[config.mk]
export PLATFORM = sky130hd
export DESIGN_NAME = modq_mac_stream
export DESIGN_NICKNAME = d
export VERILOG_FILES = /design/src/rtl/modq_mac_pkg.sv /design/src/rtl/barrett_reduce_pipe.sv /design/src/rtl/modq_mac_stream.sv
export SDC_FILE = /design/constraint.sdc
export NUM_CORES = 2
export LEC_CHECK = 0
export ABC_CLOCK_PERIOD_IN_PS = 13700
export BUFFER_PORTS_ARGS = -buffer_cell sky130_fd_sc_hd__buf_2
export CAP_MARGIN = 20
export CORE_MARGIN = 8
export CORE_UTILIZATION = 70
export CTS_BUF_LIST = sky130_fd_sc_hd__clkbuf_8
export DETAILED_ROUTE_END_ITERATION = 10
export PLACE_DENSITY = 0.92
export SLEW_MARGIN = 5
export SYNTH_ARGS = -nofsm -noshare
export SYNTH_HDL_FRONTEND = slang
export SYNTH_SLANG_ARGS = --single-unit
export TNS_END_PERCENT = 100
[constraint.sdc]
create_clock -name clk_100Mhz -period 13.7 [get_ports clk_100Mhz]
set_input_delay 2.055 -clock clk_100Mhz [delete_from_list [all_inputs] [get_ports clk_100Mhz]]
set_output_delay 2.055 -clock clk_100Mhz [all_outputs]
set_load 0.005 [all_outputs]
[src/rtl/modq_mac_pkg.sv]
// Shared constants for the modular MAC datapath: default width/modulus, Barrett
// constant helper, pipeline depth and the worst-case number of final corrections.
package modq_mac_pkg;
  localparam int unsigned DEF_W      = 24;
  localparam int unsigned DEF_Q      = 16777213;
  localparam int          PIPE_DEPTH = 4;
  localparam int          N_CORR     = 2;

  function automatic logic [63:0] barrett_mu(input int unsigned w, input logic [63:0] q);
    logic [63:0] num;
    num = 64'd1 << (2 * w);
    return num / q;
  endfunction
endpackage

[src/rtl/barrett_reduce_pipe.sv]
// Two-stage Barrett reduction of a 2W-bit product to [0, Q); both stages hold
// while en_i is low, so the caller's stall freezes them in lockstep with its own stages.
module barrett_reduce_pipe
  import modq_mac_pkg::*;
#(
  parameter int unsigned W = DEF_W,
  parameter int unsigned Q = DEF_Q
) (
  input  logic           clk_i,
  input  logic           rst_i,
  input  logic           en_i,
  input  logic           vld_i,
  input  logic           last_i,
  input  logic [2*W-1:0] p_i,
  output logic           vld_o,
  output logic           last_o,
  output logic [W-1:0]   r_o
);
  localparam logic [63:0]  Q64     = 64'(Q);
  localparam logic [63:0]  MU_FULL = barrett_mu(W, Q64);
  localparam logic [W:0]   MU      = MU_FULL[W:0];
  localparam logic [W+1:0] QX      = Q64[W+1:0];

  logic [W:0]     q1;
  logic [2*W+1:0] q1mu;
  logic [W:0]     q3_d;
  logic           s2_vld_q, s2_last_q;
  logic [W+1:0]   s2_p_q;
  logic [W:0]     s2_q3_q;
  logic [W+1:0]   r_corr;
  logic           s3_vld_q, s3_last_q;
  logic [W-1:0]   s3_r_q;

  assign q1   = p_i[2*W-1:W-1];
  assign q1mu = {{(W+1){1'b0}}, q1} * {{(W+1){1'b0}}, MU};
  assign q3_d = (W+1)'(q1mu >> (W+1));

  // The true remainder is below 3Q < 2^(W+2), so only the low W+2 bits of P and q3*Q matter.
  always_comb begin
    r_corr = s2_p_q - ({1'b0, s2_q3_q} * QX);
    for (int i = 0; i < N_CORR; i++) begin
      if (r_corr >= QX) r_corr = r_corr - QX;
    end
  end

  always_ff @(posedge clk_i) begin
    if (rst_i) begin
      s2_vld_q  <= 1'b0;
      s2_last_q <= 1'b0;
      s3_vld_q  <= 1'b0;
      s3_last_q <= 1'b0;
    end else if (en_i) begin
      s2_vld_q  <= vld_i;
      s2_last_q <= last_i;
      s3_vld_q  <= s2_vld_q;
      s3_last_q <= s2_last_q;
    end
  end

  always_ff @(posedge clk_i) begin
    if (en_i) begin
      s2_p_q  <= p_i[W+1:0];
      s2_q3_q <= q3_d;
      s3_r_q  <= W'(r_corr);
    end
  end

  assign vld_o  = s3_vld_q;
  assign last_o = s3_last_q;
  assign r_o    = s3_r_q;
endmodule

[src/rtl/modq_mac_stream.sv]
// Streamed dot product mod Q, 4 cycles from last pair to out_valid; a held result stalls
// every stage and drops in_ready. MODQ_MAC_RANGE_CHECK_EN adds the sticky range_err flag.
module modq_mac_stream
  import modq_mac_pkg::*;
#(
  parameter int unsigned W     = DEF_W,
  parameter int unsigned Q     = DEF_Q,
  parameter int unsigned CNT_W = 16
) (
  input  logic             clk_100Mhz,
  input  logic             rst,
  input  logic             in_valid,
  output logic             in_ready,
  input  logic [W-1:0]     in_a,
  input  logic [W-1:0]     in_b,
  input  logic             in_last,
  output logic             out_valid,
  input  logic             out_ready,
  output logic [W-1:0]     result,
  output logic [CNT_W-1:0] out_len,
  output logic             range_err
);
  localparam logic [63:0] Q64 = 64'(Q);
  localparam logic [W:0]  QS  = Q64[W:0];

  logic             en;
  logic             s1_vld_q, s1_last_q;
  logic [2*W-1:0]   s1_p_q;
  logic             s3_vld, s3_last;
  logic [W-1:0]     s3_r;
  logic [W:0]       sum;
  logic [W-1:0]     sum_mod;
  logic [W-1:0]     acc_q, acc_d, result_q, result_d;
  logic [CNT_W-1:0] cnt_q, cnt_d, out_len_q, out_len_d;
  logic             out_vld_q, out_vld_d;

  assign en       = !(out_vld_q && !out_ready);
  assign in_ready = en;

  always_ff @(posedge clk_100Mhz) begin
    if (rst) begin
      s1_vld_q  <= 1'b0;
      s1_last_q <= 1'b0;
    end else if (en) begin
      s1_vld_q  <= in_valid;
      s1_last_q <= in_last;
    end
  end

  always_ff @(posedge clk_100Mhz) begin
    if (en) s1_p_q <= {{W{1'b0}}, in_a} * {{W{1'b0}}, in_b};
  end

  barrett_reduce_pipe #(.W(W), .Q(Q)) u_reduce (
    .clk_i  (clk_100Mhz),
    .rst_i  (rst),
    .en_i   (en),
    .vld_i  (s1_vld_q),
    .last_i (s1_last_q),
    .p_i    (s1_p_q),
    .vld_o  (s3_vld),
    .last_o (s3_last),
    .r_o    (s3_r)
  );

  // Both addends are below Q, so one conditional subtract keeps the sum reduced.
  always_comb begin
    acc_d     = acc_q;
    cnt_d     = cnt_q;
    result_d  = result_q;
    out_len_d = out_len_q;
    out_vld_d = out_vld_q && !out_ready;
    sum       = {1'b0, acc_q} + {1'b0, s3_r};
    sum_mod   = W'((sum >= QS) ? sum - QS : sum);
    if (en && s3_vld) begin
      if (s3_last) begin
        result_d  = sum_mod;
        out_len_d = cnt_q + CNT_W'(1);
        out_vld_d = 1'b1;
        acc_d     = '0;
        cnt_d     = '0;
      end else begin
        acc_d = sum_mod;
        cnt_d = cnt_q + CNT_W'(1);
      end
    end
  end

  always_ff @(posedge clk_100Mhz) begin
    if (rst) begin
      acc_q     <= '0;
      cnt_q     <= '0;
      result_q  <= '0;
      out_len_q <= '0;
      out_vld_q <= 1'b0;
    end else begin
      acc_q     <= acc_d;
      cnt_q     <= cnt_d;
      result_q  <= result_d;
      out_len_q <= out_len_d;
      out_vld_q <= out_vld_d;
    end
  end

  assign out_valid = out_vld_q;
  assign result    = result_q;
  assign out_len   = out_len_q;

`ifdef MODQ_MAC_RANGE_CHECK_EN
  logic range_err_q;
  always_ff @(posedge clk_100Mhz) begin
    if (rst) range_err_q <= 1'b0;
    else if (in_valid && in_ready && ((in_a >= Q64[W-1:0]) || (in_b >= Q64[W-1:0])))
      range_err_q <= 1'b1;
  end
  assign range_err = range_err_q;
`else
  assign range_err = 1'b0;
`endif
endmodule

==> results.yml <==
hold_path:
  min_from: "s1_p_q[8]$_DFFE_PN_"
  hold_path.class: "flip-flop to flip-flop"
critical_path:
  worstPathRequired_ps: 13990
  slowest_delay_ps: 750
  path_class: "flip-flop to flip-flop"
  cp.arrival_ps: 10720
  crit_path_top_delay_cell: "fa_1"
  r2r-start: "u_reduce.s2_q3_q[0]$_DFFE_PN_"
  end_kind: "flip-flop"
  cp-startpoint: "u_reduce.s2_q3_q[0]$_DFFE_PN_"
  crit_fanout: 16
  startpoint_type: "flip-flop"
clock_tree:
  htreeDepth: 2
  cts_hold_buf: 0
  cts_buffer_depth: 3
  cts_root_buffer: "clkbuf_8"
  postCtsSetupBuffers: 0
  clock_latency_ps: 560
  cts_resized: 0
  clkSinkCount: 210
  cts_buffers: 34
  clk_pin_slew_ps: 70
  cts_tree: "built"
logic_synthesis:
  synthSimpleGateAreaFrac_pct: 14.31
  synth.most_common_cell: "inv_1"
  avgSynthCellArea_um2: 9.401
  synthArstFlopShare_pct: 0
  syn_inst: 4030
  synth_fp_nets: 5165
  yosys-top-cells-area: "fa_1 36%, ha_1 13%, edfxtp_1 9.7%"
  synth_area_um2: 37890
  synthXorXnorAreaFrac_pct: 4.947
  synth_fa_ha_area_share_pct: 49.23
  synth_common_cells: "853 x inv_1, 681 x fa_1, 486 x nand2_1, 401 x ha_1, 227 x and2_1"
  synth.top_cell.area_share_pct: 35.99
  synth-seq-cells: 210
  ys_seq_area_share_pct: 14.35
  yosys_most_used_dff: "edfxtp_1"
  synth_edf_count: 123
  synth_top_family_by_area: "adder cells"
  ys_warn_count: 0
  synthMuxAreaShare_pct: 0.1453
  yosysTopAreaCell: "fa_1"
  synth-compound-area-share_pct: 7.097
  ys_types: 85
floorplanning:
  core_um2: 53710
  row_count: 85
  start_util_pct: 70.54
  die_area_um2: 61820
  io_pins: 96
  die_x_um: 248.6
  fp.dieH_um: 248.6
run:
  drv_cap: 0
finish:
  final_area_um2: 39450
  area_growth_pct: 4.131
  layout-drive-gt1-share_pct: 4.542
  final_net_count: 5161
  finish.utilization_pct: 73.45
sta:
  hold_viol: 0
  skew_ps: 39.18
  setup_tns_ps: 0
  worst-slew-pin-transition_ps: 1093
  hold_ws_ps: 412.3
  max_slew_margin_pct: 26.85
  final_max_slew_viol_count: 0
  finalCritPeriodShare_pct: 76.12
  period_minus_slack_ps: 10430
  setup_violations: 0
  rsz0062_at_grt: "no"
  max_freq_ghz: 0.09590
route:
  drc: 0
  wire_per_inst_um: 20.79
  first_pass_iters: 6
  drt_iter0_drc: 2110
  num_vias: 29170
  ant_nets: 0
  vias_per_cell: 6.144
  wl_um: 98690
status:
  outcome: "finished, final reports clean"
placed_design:
  port_buffers: 94
  place_area_um2: 38720
  dpl.hpwl_um: 76360
  place.gp.congestion: 1.011
global_routing:
  antenna_found_initial: 0
  grtUsageTotal_pct: 32.47
  overflow: 0
  grt_max_degree: 89
  grt_pass1_vias: 32540
  grt_pass1_wl_um: 162200
-- layout by cell type, fill, tap and decap left out, types with 16 or more instances in the layout --
master and n:
nor2b_1 16, nor3_1 51, and2_1 227, nand2b_1 20
inv_1 863, ha_1 401, clkbuf_8 38, nand2_1 486
xor2_1 49, a211oi_1 34, and3_1 27, edfxtp_1 123
nand3_1 44, nor2_1 177, xnor2_1 165, buf_2 94
o21ai_0 68, a21o_1 44, a21oi_1 99, nand4_1 21
dfxtp_1 87, fa_1 681
-- final cells by class --
| cell class | count | area, um^2 |
|---|---|---|
| sequential | 210 | 5435 |
| timing repair buffer | 101 | 528.0 |
| multi-input combinational | 2826 | 28700 |
| fill | 3327 | 14260 |
| clock inverter | 23 | 191.4 |
| inverter | 853 | 3204 |
| antenna | 1 | 2.502 |
| tap | 696 | 870.8 |
| clock buffer | 38 | 523.0 |
-- state kept, by name (all words and copies together) (netlist names), 16 cells and up --
| register | count |
|---|---|
| acc_q | 24 |
| cnt_q | 16 |
| out_len | 16 |
| result | 24 |
| s1_p_q | 48 |
| u_reduce.r_o | 24 |
| u_reduce.s2_p_q | 26 |
| u_reduce.s2_q3_q | 25 |
-- worst max-delay path: cells and delay by family (launching register included) --
kind | cells | cell delay, ps
and+or+nand+nor | 8 | 2510
buffers and inverters | 5 | 550
AOI/OAI and AO/OA | 7 | 2110
adders and majority gates | 8 | 3800
xor gates and xnor gates | 2 | 510
DFF | 1 | 690
-- metrics by stage --
| step | instances | setup WS [ps] |
|---|---|---|
| floorplan | 4030 | 4422 |
| global placement | 4685 | 3720 |
| detailed placement | 4685 | 3492 |
| CTS | 4746 | 3428 |
| global route | 4747 | 2635 |
| finish | 4748 | 3272 |
-- metal layers --
layer	global-route usage [%]	share of wire, %
met3	6.238	8.4
met1	35.20	33
met5	0	0
met4	23.07	7.9
met2	56.84	50
-- logic make-up (layout without fill, tap and decap cells) --
| kind of cell | Yosys count | count (layout) |
|---|---|---|
| and+or+nand+nor | 1137 | 1137 |
| AOI/OAI and AO/OA | 387 | 387 |
| muxes | 5 | 5 |
| DFF | 210 | 210 |
| xor gates and xnor gates | 214 | 214 |
| adders and majority gates | 1082 | 1082 |
| other | 1 | 2 |
| buffers and inverters | 994 | 1015 |
-- worst paths after layout --
check                                 endpoint  slack (ps)  cells past startpoint
hold / removal    u_reduce.s2_p_q[8]$_DFFE_PN_         410                      0
setup / recovery    u_reduce.r_o[19]$_DFFE_PN_        3270                     30
setup reg to reg    u_reduce.r_o[19]$_DFFE_PN_        3270                     30
hold reg to reg   u_reduce.s2_p_q[8]$_DFFE_PN_         410                      0
Power is left out: the tool's default activity adds up to more than one toggle a clock period on the data nets, which glitch-free logic cannot reach.
